### src/rtl/serial_add_sequencer.sv
// serial_add_sequencer: bit-serial add/subtract, one bit per clock LSB first, with start/busy/done handshake.
// Define SERIAL_ADD_SUB_EN to honour the sub input (two's-complement subtract); otherwise add-only.
module serial_add_sequencer #(
    parameter int WIDTH = 32
) (
    input  logic             clk,
    input  logic             reset,
    input  logic             start,
    input  logic             sub,
    input  logic             abort,
    input  logic [WIDTH-1:0] a,
    input  logic [WIDTH-1:0] b,
    output logic             busy,
    output logic             done,
    output logic [WIDTH-1:0] result,
    output logic             cout,
    output logic             ovf
);
    localparam int CW = $clog2(WIDTH);
    localparam logic [CW-1:0] LAST = CW'(WIDTH - 1);

    typedef enum logic [1:0] {IDLE, RUN, DONE} state_t;

    state_t           state, state_next;
    logic [WIDTH-1:0] a_r, b_r, b_eff;
    logic [CW-1:0]    cnt;
    logic             carry, sub_eff, accept, last, sum, carry_next;

`ifdef SERIAL_ADD_SUB_EN
    assign sub_eff = sub;
    assign b_eff   = sub ? ~b : b;
`else
    logic sub_unused;
    assign sub_unused = sub;
    assign sub_eff    = 1'b0;
    assign b_eff      = b;
`endif

    assign accept     = (state != RUN) && start;
    assign last       = cnt == LAST;
    assign sum        = a_r[cnt] ^ b_r[cnt] ^ carry;
    assign carry_next = (a_r[cnt] & b_r[cnt]) | (carry & (a_r[cnt] ^ b_r[cnt]));

    // State register; reset discards any operation in flight.
    always_ff @(posedge clk or posedge reset) begin
        if (reset) state <= IDLE;
        else state <= state_next;
    end

    // Next state and handshake outputs; abort beats the final bit, start beats abort outside RUN.
    always_comb begin
        state_next = (state == RUN) ? (abort ? IDLE : (last ? DONE : RUN))
                                    : (start ? RUN : IDLE);
        busy = state == RUN;
        done = state == DONE;
    end

    // Operand capture and the shared full-adder step, one result bit per clock.
    always_ff @(posedge clk or posedge reset) begin
        if (reset) begin
            a_r    <= '0;
            b_r    <= '0;
            carry  <= 1'b0;
            cnt    <= '0;
            result <= '0;
            cout   <= 1'b0;
            ovf    <= 1'b0;
        end else if (accept) begin
            a_r    <= a;
            b_r    <= b_eff;
            carry  <= sub_eff;
            cnt    <= '0;
            result <= '0;
        end else if (state == RUN) begin
            if (abort) begin
                result <= '0;
                cout   <= 1'b0;
                ovf    <= 1'b0;
            end else begin
                result[cnt] <= sum;
                carry       <= carry_next;
                cnt         <= cnt + CW'(1);
                if (last) begin
                    cout <= carry_next;
                    ovf  <= carry ^ carry_next;
                end
            end
        end
    end
endmodule
### config.mk
export PLATFORM = sky130hd
export DESIGN_NAME = serial_add_sequencer
export DESIGN_NICKNAME = d
export VERILOG_FILES = /design/src/rtl/serial_add_sequencer.sv
export SDC_FILE = /design/constraint.sdc
export NUM_CORES = 1
export LEC_CHECK = 0
export ABC_CLOCK_PERIOD_IN_PS = 2800
export CAP_MARGIN = 20
export CORE_MARGIN = 1.5
export CORE_UTILIZATION = 47
export DETAILED_ROUTE_END_ITERATION = 8
export HOLD_SLACK_MARGIN = 0.03
export PLACE_DENSITY = 0.77
export SETUP_SLACK_MARGIN = 0.5
export SYNTH_ARGS = -nofsm -noshare
export SYNTH_HDL_FRONTEND = slang
export SYNTH_SLANG_ARGS = --single-unit
### constraint.sdc
create_clock -name clk -period 2.8 [get_ports clk]
set_input_delay 0.28 -clock clk [delete_from_list [all_inputs] [get_ports clk]]
set_output_delay 0.28 -clock clk [all_outputs]
set_load 0.02 [all_outputs]
* Yosys cells after proc, flatten, opt, wreduce, memory -nomap -nowiden
Index checks and enable logic that the tools add are counted.
Word-level totals: output and inout bits 36, logic and storage cells 53, register bits 106, bits of input ports 69
Operators by class: multiplexer cells 24, magnitude comparators 2, reductions and logical operators 6, bitwise gates (word level) 7, eq/ne operators 5, add/sub/neg operators 1
Operator list (count):
- $mux W32 | 3
- $bwmux W32 | 1
- $mux W5 | 3
- $mux W1 | 11
- $bmux W1 S5 | 2
- $lt A5 B6 Y1 const B | 1
- $mux W2 | 3
- $add A5 B1 Y5 const B | 1
- $demux W1 S5 | 1
- $eq A5 B5 Y1 const B | 1
- $ge A5 B1 Y1 const B | 1
- $ne A2 B1 Y1 const B | 2
- $reduce_bool A2 Y1 | 2
- $reduce_and A3 Y1 | 1
- $xor A1 B1 Y1 | 3
- $and A1 B1 Y1 | 2
- $eq A2 B1 Y1 const B | 1
- $eq A2 B2 Y1 const B | 1
- $logic_and A1 B1 Y1 | 2
- $reduce_and A2 Y1 | 1
- $not A1 Y1 | 1
- $or A1 B1 Y1 | 1

* Logic depth before layout (Yosys ltp)
word-level depth 8, mapped depth 11, depth with buffers taken out 8

* Least setup slack after synthesis
Ideal clock, no wire load.
path kind reg2reg, start reg cnt[1], end reg result[12], cell stages (with the launch flop) 10, arrival 2.401 ns, required time 2.704 ns, library setup time 0.096 ns, setup slack 0.303 ns, path through dfrtp_1 > buf_4 > buf_2 > mux4_2 > a22oi_1 > nand4_1 > fa_1 > nand3b_1 > buf_2 > o31ai_1
Between the ends: word-level cells in the longest chain between the ends 8, elaborated cells on any way between the ends 15, those cells by class 2 x order compare; 10 x mux; 2 x bitwise; 1 x reduce/logical
RTL lines:
- start, declared | line 26 | logic [CW-1:0] cnt;
- start signal, assigned | line 82 | cnt <= cnt + CW'(1);
- $lt A5 B6 Y1 (not written as such), or another cell as far along | line 80 | result[cnt] <= sum;
- $logic_and A1 B1 Y1 (not written as such) / $mux W1 (equally long branches) | line 80, 41
- $mux W1 (not written as such) / $xor A1 B1 Y1 (equally long branches) | line 80, 41
- $demux W1 S5 / $xor A1 B1 Y1 (equally long branches) | line 80, 41
- $bwmux W32 (*) | line 80
- $mux W32 (*) | line 75 | if (abort) begin
- $mux W32 (*) | line 74 | end else if (state == RUN) begin
- $mux W32 (*) | line 68 | end else if (accept) begin
- end signal, assigned by index | line 80
- end, declared | line 15 | output logic [WIDTH-1:0] result,
Mark *: on every way between the ends. The rest lies on a longest branch, timed or not. The select of a mux whose other input is x is not followed. A chain may end at the register's enable or synchronous reset.

* Worst setup path after layout
start reg cnt[0], end reg result[19]
The elaborated chain is that of the path after synthesis.

==> metrics <==
crit start category flip-flop; area grow syn2layout 27.0%; Reg clk slew, reported paths 0.10 ns; Root Buffer clkbuf_8; leading area contributor after synthesis dfrtp_1; PwrDens 643 nW/um^2; routed vias/inst 5.45; Max stage delay on crit path 0.49 ns; Hold Buf Count CTS 0; worst clock skew 0.0128 ns; CP Capture Type flip-flop; Setup Viol. Count Final 0; crit-path max FO 32; routed vias 4112; slew margin rel. 0.514; drt pass-1 iters 5; TritonCTS buffer count 9; Synth top area share 0.519; MaxCap Viol Count 0; final core occ 0.623; deepest clock path buffer count 2; Core Area 10400 sq um; Ant. Diodes 0; Syn Nets 599; post-DP HPWL 8340 um; VDD IR max 0.000348 V; FILL cells 849; Die Ht 107 um; Max Clk Rate 386 MHz; Slew Viols, Final 0; WP data required 3.02 ns; # H-tree levels 3; layout cells sized above 1 0.0872; Avg Cell Area, Syn 9.74 sq um; Main synth FF type dfrtp_1; HP Class primary input to async pin; largest cells by area after synthesis dfrtp_1 (52%), nand2_1 (15%), mux2i_1 (5.5%), o31ai_1 (4.9%), o211ai_1 (4.7%); Clk Latency, worst-skew pair 0.37 ns; initial antenna violation count 0; initial DRC count 278; CTS sink count 106; CP Class flip-flop to flip-flop; CTS tree built; Critical Path AT 2.82 ns; Mapped Cells 524; Die ar. 11500 sq um; largest net degree at the start of global routing 60; Final min period 2.59 ns; Worst-Margin Slew 0.729 ns; port bufs 103; cell family with most CP delay simple AND/OR/NAND/NOR gates; DRC Markers 0; RSZ-0062 raised after global routing yes; GRT Residual Overflow 0; WP buf/inv 2; Tcrit/Tclk final 0.926; first-pass GRT wire length 19400 um; Final Hold Vio Count 0; synthesized area 5110 sq um; Post-synth EDFFs 0; Seq/Total Area, Yosys 0.519; outcome completed; CP max-delay cell or3b_2; Die X 107 um; Post-synth ARST share 1.00; crit-path cells buf_4 > or3b_2 > o221ai_1 > o21ai_1 > nand4_1 > fa_1 > nand3b_1 > buf_12 > o31ai_1; postcts setup bufs 0; Sum Neg Setup Slack 0 ns; drt total wl 11500 um; YS warnings 0; Final nets 689; leakage power 2.89 nW; io pins 105; Yosys cell types 43; RePlAce Congestion 0.877; GRT Resource Usage Total 0.213; initial core utilization 0.490; synthesized flop and latch total 106; vias in the first global route 4084; WL/cell 15.2 um; Cell Rows 37; Routed Antenna Nets 0
layer usage:
metal	global-route usage	up-vias	wire length (um)
met1	0.275	1994	5060
met3	0.0304	16	499
met2	0.359	107	5720
met4	0.0876	0	195
li1	-	1995	-
met5	0	-	0
cell usage after synthesis (all sizes together), types with 4 or more instances:
cell type  count
nand2        199
inv            5
nor2b          4
nand3b         7
o31ai         33
ha             5
dfrtp        106
o211ai        32
o22ai          4
or3b           6
o21ai         11
mux2i         29
buf           36
o221ai         4
o22a           4
layout make-up:
type | instances | area, sq um | share of cell area
multi-input cells | 374 | 2230 | 0.344
clock buffers | 11 | 141 | 0.0218
well taps | 136 | 170 | 0.0262
repair buffers | 118 | 1200 | 0.185
inverters | 5 | 25.0 | 0.00386
clock inverters | 5 | 63.8 | 0.00984
flip-flops and latches | 106 | 2650 | 0.409
flip-flops by register name (all words and copies together) (netlist names):
| signal | cells |
|---|---|
| b_r | 32 |
| a_r | 32 |
| cout | 1 |
| ovf | 1 |
| result | 32 |
| state | 2 |
| carry | 1 |
| cnt | 5 |
worst paths after layout:
path	start	end	slack, ns	cells past startpoint
max	cnt[0]	result[19]	0.21	9
min in group clk	a[31]	a_r[31]	0.43	3
min reg2reg	b_r[31]	b_r[31]	0.48	2
max in group asynchronous	reset	cnt[1]	1.87	3
max reg2reg	cnt[0]	result[19]	0.21	9
min	reset	state[0]	0.18	2
power by group:
part	internal (mW)	switching [mW]
Clock	0.443	0.521
Sequential	1.76	0.161
Combinational	0.563	0.722
Total	2.77	1.40
stage by stage:
stage	area, sq um	total power, mW	std cells	hold slack (ns)	worst slack [ns]
3_5_place_dp	6250	3.21	739	0.462	0.187
2_1_floorplan	5130	2.81	524	0.377	0.383
5_1_grt	6480	4.42	755	0.186	0.0778
4_1_cts	6470	4.19	755	0.186	0.194
3_3_place_gp	6250	3.16	739	0.454	0.268
6_report	6480	4.17	755	0.185	0.208
placed cells by master (no fill, tap or decap), types with 5 or more instances in the layout:
cell type and instances:
mux2i_2 5, o211ai_1 32, o31ai_1 32, dfrtp_1 105, nand3b_1 7, ha_1 5
clkbuf_8 10, clkdlybuf4s50_1 103, nand2_1 198, mux2i_1 23, buf_4 9
logic make-up (layout without fill, tap and decap cells):
family                   count (synthesis)  count (layout)  share of synthesized area
AND/OR/NAND/NOR                        235             235                      0.196
flip-flops                             106             106                      0.519
multiplexers                            32              32                     0.0703
AO/OA/AOI/OAI                           99              99                      0.146
buffers and inverters                   44             139                     0.0493
XOR/XNOR                                 2               2                    0.00343
adder cells (fa/ha/maj)                  6               6                     0.0162
repair_timing:
item                                    4_1_cts  5_1_grt
endpoints found under the setup margin       33       34
pin swaps                                     0        0
gates resized for setup                       4        4
cloned                                        0        0
Note: power is estimated with default switching activity, not from simulation.
